[src/rtl/trig_capture.sv]
`default_nettype none
// ============================================================================
//  Module      : trig_capture
//  Description : ADC trace-capture engine. Watches a synchronous sample
//                stream for a programmable level crossing (rising or
//                falling), then writes DEPTH decimated samples into the
//                display sample RAM. Supports normal, auto (free-run on
//                timeout) and single-shot modes with a frame-ack handshake
//                from the display reader.
//  Ports       :
//      clk           system clock
//      reset         synchronous active-high reset
//      sample_valid  one-cycle strobe, adc_data valid this cycle
//      adc_data      unsigned ADC sample
//      trig_level    trigger threshold (unsigned compare)
//      trig_slope    0 = rising, 1 = falling
//      mode          0 normal, 1 auto, 2 single, 3 normal
//      decim         keep 1 of every decim+1 valid samples while capturing
//      arm           level, starts a capture from IDLE/DONE
//      frame_ack     one-cycle pulse, display consumed the frame
//      wr_en         RAM write strobe
//      wr_addr       RAM write address
//      wr_data       RAM write data
//      busy          high while ARMED or CAPTURE
//      done          one-cycle pulse after the last write of a frame
//      triggered     last frame started on a real trigger (0 = auto timeout)
//  Revision    : 1.0  initial release
// ============================================================================
module trig_capture #(
    parameter int DATA_W  = 14,
    parameter int DEPTH   = 160,
    parameter int ADDR_W  = 8,
    parameter int DECIM_W = 8,
    parameter int AUTO_TO = 4096
) (
    input  logic               clk,
    input  logic               reset,
    input  logic               sample_valid,
    input  logic [DATA_W-1:0]  adc_data,
    input  logic [DATA_W-1:0]  trig_level,
    input  logic               trig_slope,
    input  logic [1:0]         mode,
    input  logic [DECIM_W-1:0] decim,
    input  logic               arm,
    input  logic               frame_ack,
    output logic               wr_en,
    output logic [ADDR_W-1:0]  wr_addr,
    output logic [DATA_W-1:0]  wr_data,
    output logic               busy,
    output logic               done,
    output logic               triggered
);

    // Frame index must be able to hold DEPTH itself: reaching DEPTH marks
    // the frame as full and blocks further writes.
    localparam int IDX_W = $clog2(DEPTH + 1);
    localparam int TO_W  = (AUTO_TO > 1) ? $clog2(AUTO_TO) : 1;

    localparam logic [IDX_W-1:0] c_full_idx = IDX_W'(DEPTH);
    localparam logic [TO_W-1:0]  c_to_last  = TO_W'(AUTO_TO - 1);

    localparam logic [1:0] c_mode_auto   = 2'd1;
    localparam logic [1:0] c_mode_single = 2'd2;

    typedef enum logic [1:0] {
        S_IDLE    = 2'd0,
        S_ARMED   = 2'd1,
        S_CAPTURE = 2'd2,
        S_DONE    = 2'd3
    } state_t;

    state_t r_state;
    state_t w_state_nxt;

    logic               r_above_prev;
    logic               r_above_prev_valid;
    logic [TO_W-1:0]    r_to_cnt;
    logic [DECIM_W-1:0] r_dec_cnt;
    logic [DECIM_W-1:0] r_decim;
    logic [IDX_W-1:0]   r_idx;

    logic               w_above;
    logic               w_rise;
    logic               w_fall;
    logic               w_edge;
    logic               w_full;
    logic               w_start;
    logic               w_trig_hit;
    logic               w_keep;
    logic               w_enter_armed;
    logic [IDX_W-1:0]   w_idx_cur;

    // ------------------------------------------------------------------
    // Level comparator and edge detection. above_prev_valid is cleared on
    // every entry into ARMED so the first sample after arming can only
    // seed the history, never fire a trigger.
    // ------------------------------------------------------------------
    assign w_above = (adc_data >= trig_level);
    assign w_rise  =  w_above & ~r_above_prev & r_above_prev_valid;
    assign w_fall  = ~w_above &  r_above_prev & r_above_prev_valid;
    assign w_edge  = trig_slope ? w_fall : w_rise;

    assign w_full  = (r_idx == c_full_idx);

    // The frame-start sample always lands at address 0, even though r_idx
    // still holds the count from the previous frame at that moment.
    assign w_idx_cur = w_start ? '0 : r_idx;

    assign busy = (r_state == S_ARMED) || (r_state == S_CAPTURE);

    // ------------------------------------------------------------------
    // State register
    // ------------------------------------------------------------------
    always_ff @(posedge clk) begin
        if (reset) begin
            r_state <= S_IDLE;
        end else begin
            r_state <= w_state_nxt;
        end
    end

    // ------------------------------------------------------------------
    // Next-state and per-cycle control decode
    // ------------------------------------------------------------------
    always_comb begin
        w_state_nxt   = r_state;
        w_start       = 1'b0;
        w_trig_hit    = 1'b0;
        w_keep        = 1'b0;
        w_enter_armed = 1'b0;

        case (r_state)
            S_IDLE: begin
                if (arm) begin
                    w_state_nxt   = S_ARMED;
                    w_enter_armed = 1'b1;
                end
            end

            S_ARMED: begin
                if (sample_valid) begin
                    // A real edge wins over a coincident timeout.
                    if (w_edge) begin
                        w_start     = 1'b1;
                        w_trig_hit  = 1'b1;
                        w_keep      = 1'b1;
                        w_state_nxt = S_CAPTURE;
                    end else if ((mode == c_mode_auto) && (r_to_cnt == c_to_last)) begin
                        w_start     = 1'b1;
                        w_keep      = 1'b1;
                        w_state_nxt = S_CAPTURE;
                    end
                end
            end

            S_CAPTURE: begin
                if (sample_valid && (r_dec_cnt == '0) && !w_full) begin
                    w_keep = 1'b1;
                end
                // r_idx hits DEPTH in the cycle the last write is on the
                // port; leave next edge so done follows that write.
                if (w_full) begin
                    w_state_nxt = S_DONE;
                end
            end

            S_DONE: begin
                if (mode == c_mode_single) begin
                    if (arm) begin
                        w_state_nxt   = S_ARMED;
                        w_enter_armed = 1'b1;
                    end
                end else if (arm || frame_ack) begin
                    w_state_nxt   = S_ARMED;
                    w_enter_armed = 1'b1;
                end
            end

            default: begin
                w_state_nxt = S_IDLE;
            end
        endcase
    end

    // ------------------------------------------------------------------
    // Datapath: trigger history, counters and the registered write port
    // ------------------------------------------------------------------
    always_ff @(posedge clk) begin
        if (reset) begin
            wr_en              <= 1'b0;
            wr_addr            <= '0;
            wr_data            <= '0;
            done               <= 1'b0;
            triggered          <= 1'b0;
            r_above_prev       <= 1'b0;
            r_above_prev_valid <= 1'b0;
            r_to_cnt           <= '0;
            r_dec_cnt          <= '0;
            r_decim            <= '0;
            r_idx              <= '0;
        end else begin
            wr_en <= w_keep;
            done  <= (r_state == S_CAPTURE) && w_full;

            // Address and data hold their last values between writes.
            if (w_keep) begin
                wr_data <= adc_data;
                wr_addr <= ADDR_W'(w_idx_cur);
                r_idx   <= w_idx_cur + IDX_W'(1);
            end

            if (sample_valid) begin
                r_above_prev <= w_above;
            end

            if (w_enter_armed) begin
                r_above_prev_valid <= 1'b0;
                r_to_cnt           <= '0;
            end else if ((r_state == S_ARMED) && sample_valid) begin
                r_above_prev_valid <= 1'b1;
                // Never increments past c_to_last: that sample starts a frame.
                if ((mode == c_mode_auto) && !w_start) begin
                    r_to_cnt <= r_to_cnt + TO_W'(1);
                end
            end

            // decim is latched at frame start so mid-frame changes are
            // ignored; the start sample is counted as position 0.
            if (w_start) begin
                triggered <= w_trig_hit;
                r_decim   <= decim;
                r_dec_cnt <= (decim == '0) ? '0 : DECIM_W'(1);
            end else if ((r_state == S_CAPTURE) && sample_valid) begin
                r_dec_cnt <= (r_dec_cnt == r_decim) ? '0 : r_dec_cnt + DECIM_W'(1);
            end
        end
    end

endmodule
`default_nettype wire

[config.mk]
export PLATFORM = sky130hd
export DESIGN_NAME = trig_capture
export DESIGN_NICKNAME = d
export VERILOG_FILES = /design/src/rtl/trig_capture.sv
export SDC_FILE = /design/constraint.sdc
export NUM_CORES = 1
export LEC_CHECK = 0
export ABC_AREA = 0
export CORE_ASPECT_RATIO = 0.6
export CORE_MARGIN = 4
export CORE_UTILIZATION = 30
export DETAILED_ROUTE_END_ITERATION = 8
export HOLD_SLACK_MARGIN = 0.06
export PLACE_DENSITY_LB_ADDON = 0.3
export SKIP_LAST_GASP = 1
export SYNTH_ARGS = -nofsm -noshare
export SYNTH_HDL_FRONTEND = slang
export SYNTH_SLANG_ARGS = --single-unit
[constraint.sdc]
create_clock -name clk -period 3.3 [get_ports clk]
set_input_delay 0.66 -clock clk [delete_from_list [all_inputs] [get_ports clk]]
set_output_delay 0.66 -clock clk [all_outputs]
set_load 0.01 [all_outputs]
==> summary by stage <==
Status
The run finished with clean final reports.

Synth
Synthesis produced a netlist whose cell count is 422. The number of synthesized flops with an enable pin is 0. The synthesized flop and latch total is 65. By area the synthesized netlist is led by sky130_fd_sc_hd__dfxtp_1, sky130_fd_sc_hd__ha_1, sky130_fd_sc_hd__nand2_1. The number of nets produced by synthesis is 489.

Among all flip-flop cells after synthesis, the most frequent one is sky130_fd_sc_hd__dfxtp_1. The most repeated cell in the gate-level netlist after synthesis is sky130_fd_sc_hd__nand2_1. The fraction of synthesis flops using an asynchronous set or reset pin is 0%.

The number of distinct standard cells referenced by the synthesized netlist is 61. The per-instance average area after synthesis is 8.429 um^2. Of the synthesized area, sequential elements account for 36.58%. Summed over all instances, the cell type with the most area after synthesis is sky130_fd_sc_hd__dfxtp_1. Summing every instance area after synthesis gives 0.003557 mm^2. For this run, the number of Yosys warnings is 0. Counting instances in the post-synthesis netlist gives the leading cell types as sky130_fd_sc_hd__nand2_1, sky130_fd_sc_hd__dfxtp_1, sky130_fd_sc_hd__nor2_1. The proportion of netlist area held by the largest area contributor is 36.58%.

Floorplan
In this run the standard cell core region covers 0.01145 mm^2. The initial core utilization is 31.07%. The die span in y is 92.35 um. The number of placed I/O pins is 70. The area enclosed by the die boundary is 0.01372 mm^2. The die is 148.6 um wide. The placement row count is 30.

Cells and area
At the end of the flow, the number of nets in the layout was 573. The final cell area excluding filler cells is 0.005095 mm^2. The filler cell count is 1,129.

The area growth from synthesis to layout is 43.23%. Of the cells placed in the final design, the portion with a size suffix greater than 1 is 16.08%.

Power and ir drop
The analysis attributes to net switching a power of 0.5522 mW. Cell internal power was estimated by the tool at 1.512 mW. Registers are responsible for 39.5% of the overall power. The overall power after layout is 2.065 mW.

The areal power density over the cells is 405.2 mW/mm^2. The worst ir drop on vdd is 0.3031 mV. The combinational cell fraction of total power is 19.2%. Summed over all cells, the static leakage comes to 2.197 nW. The relative contribution of the clock network to total power is 41.3%. The switching share of total power is 26.75%.

Critical path
The required arrival time at the worst endpoint is 3.52 ns. The category of the worst setup path launch point is a primary input. The category of the worst setup path capture point is a flop. Data arrives at the worst endpoint at 3.40 ns.

Of all nets on the critical path, the largest fanout is 4. The count of cells along the worst register-to-register path is 11. The category of the most critical setup path is in -> reg. The startpoint of the most critical setup path is trig_level[9]. The worst register-to-register path begins at r_to_cnt[3]$_SDFFE_PP0P_.

Timing
The post-layout minimum cycle time is 3.172 ns. Hold timing on the final database bottoms out at a slack of 0.4612 ns. Timing would allow up to 315.2 MHz. The slew at the pin closest to its max-slew limit is 0.6493 ns. Setup slack on the critical path of the routed design comes to 0.1277 ns. The final critical path takes up 96.13% of the cycle. The post-route clock skew is 0.008432 ns. The remaining max-slew budget at the tightest pin is 56.66%.

The final hold violation count was 0. Setup violations remaining at the end of the flow were counted as 0. The number of pins exceeding their max-slew limit in the final report was 0.

CTS
TritonCTS created 9 clock buffers. The H-tree level count is 3. The worst-skew pair later-pin latency is 0.33 ns. The maximum clock insertion buffer count is 2. In this run the clock root is driven by a sky130_fd_sc_hd__clkbuf_16. After clock tree synthesis, the clock-pin slew on the worst setup and hold paths is 0.05 ns. The number of hold buffers added after CTS was 0. The clock net in this run drives a total of 65 sinks. The CTS tree is done.

GRT
The all-layer global routing usage is 13.92%. The wire length of the first global-routing pass is 15,480 um. The largest net degree at the start of global routing is 27. The initial antenna violation count is 1. The via count of the first global-routing pass is 3,184. The total global routing overflow is 0.

Place
The post-placement setup slack is -0.4602 ns. After detailed placement, the total cell area comes to 0.004519 mm^2. The weighted congestion reported at the end of routability-driven placement is 0.8313. Once detailed placement completed, the half-perimeter wirelength came to 6893 um. The total of buffers placed on input and output ports is 69.

Drt
The average routed wire per standard cell is 14.16 um. For this run, the detailed router's first-pass iteration total came to 4. The number of design rule violations left after detail routing is 0.

The overall via count from detail_route is 3,261. The total length of routed wires is 9500 um. In this run, the number of DRC markers left after iteration 0 of detailed routing was 170. The count of nets left with antenna violations once routing finished came out at 0. Using the TritonRoute via totals, the vias-per-cell ratio works out to 4.860.

Min path
The min-delay analysis places its worst path in the category reg -> reg. The hold-critical path depth is 2. The worst hold path begins at wr_data[6]$_SDFFE_PP0P_.

Job
The tool flagged a number of max-cap violations equal to 0.
metrics by stage:
step                cells  TNS (ns)  utilization [%]
CTS                   668         0            42.26
global route          671  -0.03218            44.50
floorplan             422         0                -
global placement      653    -4.771            39.48
detailed placement    653    -6.727            39.48
finish                671         0            44.50
sequential cells by signal, indices dropped and copies added, names as in the netlist:
| signal | cells |
|---|---|
| done | 1 |
| triggered | 1 |
| r_above_prev_valid | 1 |
| r_to_cnt | 12 |
| r_state | 2 |
| wr_addr | 8 |
| r_dec_cnt | 8 |
| r_above_prev | 1 |
| r_decim | 8 |
| r_idx | 8 |
| wr_en | 1 |
| wr_data | 14 |
cells in the final DEF, fill, tap and decap left out, types with 3 or more instances in the layout:
cell type                         synthesis  routed
sky130_fd_sc_hd__and2_1                   4       4
sky130_fd_sc_hd__nor4_1                   4       4
sky130_fd_sc_hd__buf_4                    0      22
sky130_fd_sc_hd__a22o_1                   6       6
sky130_fd_sc_hd__mux2i_1                 19      19
sky130_fd_sc_hd__clkbuf_16                0       9
sky130_fd_sc_hd__or3_1                   10       9
sky130_fd_sc_hd__a21o_1                   3       3
sky130_fd_sc_hd__nand3_1                 16      16
sky130_fd_sc_hd__nand2b_1                 3       3
sky130_fd_sc_hd__nand2_1                 72      71
sky130_fd_sc_hd__inv_1                   25      15
sky130_fd_sc_hd__inv_2                    0      10
sky130_fd_sc_hd__a21oi_1                 21      18
sky130_fd_sc_hd__xnor2_1                  9       9
sky130_fd_sc_hd__ha_4                     0      13
sky130_fd_sc_hd__nand4_1                 10      10
sky130_fd_sc_hd__and3_1                   9       9
sky130_fd_sc_hd__nor3_1                   5       5
sky130_fd_sc_hd__clkdlybuf4s50_1          0      44
sky130_fd_sc_hd__ha_1                    23      10
sky130_fd_sc_hd__nor2_1                  27      26
sky130_fd_sc_hd__or4_1                    3       3
sky130_fd_sc_hd__dlymetal6s2s_1           0      25
sky130_fd_sc_hd__dfxtp_1                 65      65
sky130_fd_sc_hd__a21oi_2                  2       4
sky130_fd_sc_hd__o21ai_0                 14      13
sky130_fd_sc_hd__o211ai_1                 3       3
sky130_fd_sc_hd__xor2_1                   8       8
final cells by class:
| class | count | area [um^2] | area share (%) |
|---|---|---|---|
| Timing Repair Buffer | 92 | 938.4 | 18.42 |
| Tap cell | 160 | 200.2 | 3.929 |
| Clock buffer | 12 | 246.5 | 4.838 |
| Clock inverter | 3 | 17.52 | 0.3438 |
| Multi-Input combinational cell | 313 | 2295 | 45.04 |
| Antenna cell | 1 | 2.502 | 0.04912 |
| Inverter | 25 | 93.84 | 1.842 |
| Sequential cell | 65 | 1301 | 25.54 |
path summary, 6_finish.rpt:
kind	slack, ns	to
worst max register to register	0.62	r_idx[6]$_SDFFE_PP0P_
worst max-delay path	0.13	r_idx[6]$_SDFFE_PP0P_
worst min-delay path	0.46	wr_data[6]$_SDFFE_PP0P_
worst min register to register	0.46	wr_data[6]$_SDFFE_PP0P_
cells by family (layout without fill, tap and decap cells):
family	Yosys count	count (layout)	synth area share (%)
and+or+nand+nor	182	182	25.61
AOI/OAI and AO/OA	71	71	14.28
DFF	65	65	36.58
buffers and inverters	44	132	5.593
adders and majority gates	23	23	8.090
muxes	20	20	5.663
xor gates and xnor gates	17	17	4.186
other	0	1	0
power groups by stage:
stage	clock, mW	sequential, mW	combinational (mW)
after floorplan	0	0.829	0.211
after global placement	0	0.830	0.357
after detailed placement	0	0.831	0.360
after CTS	0.881	0.815	0.369
after global routing	0.913	0.817	0.439
final	0.852	0.815	0.397
layer usage:
metal  global-route usage (%)  vias up  share of wire, %
li1                         -     1657                 -
met3                    4.401       10               6.4
met2                    20.06       72                42
met5                        0        -                 0
met4                    4.228        0               1.1
met1                    19.74     1522                51
timing repair:
item / in CTS / in global routing
gates cloned: 0 / 0
pin swaps: 7 / 21
endpoints found under the setup margin: 2 / 12
resized for setup: 9 / 54
setup buffers: 0 / 2
critical path, cell delays in order:
cell and delay, ns:
sky130_fd_sc_hd__clkdlybuf4s50_1 0.47, sky130_fd_sc_hd__inv_1 0.07, sky130_fd_sc_hd__ha_4 0.22, sky130_fd_sc_hd__nand2_2 0.09, sky130_fd_sc_hd__nor2_4 0.06, sky130_fd_sc_hd__a2111oi_4 0.36, sky130_fd_sc_hd__a211oi_2 0.14, sky130_fd_sc_hd__or3_4 0.42
sky130_fd_sc_hd__nor2_4 0.15, sky130_fd_sc_hd__ha_4 0.16, sky130_fd_sc_hd__nand4_1 0.13, sky130_fd_sc_hd__nor2_1 0.14, sky130_fd_sc_hd__xor2_1 0.08, sky130_fd_sc_hd__a32o_1 0.24
No activity file was read; power rests on OpenSTA's default activity.
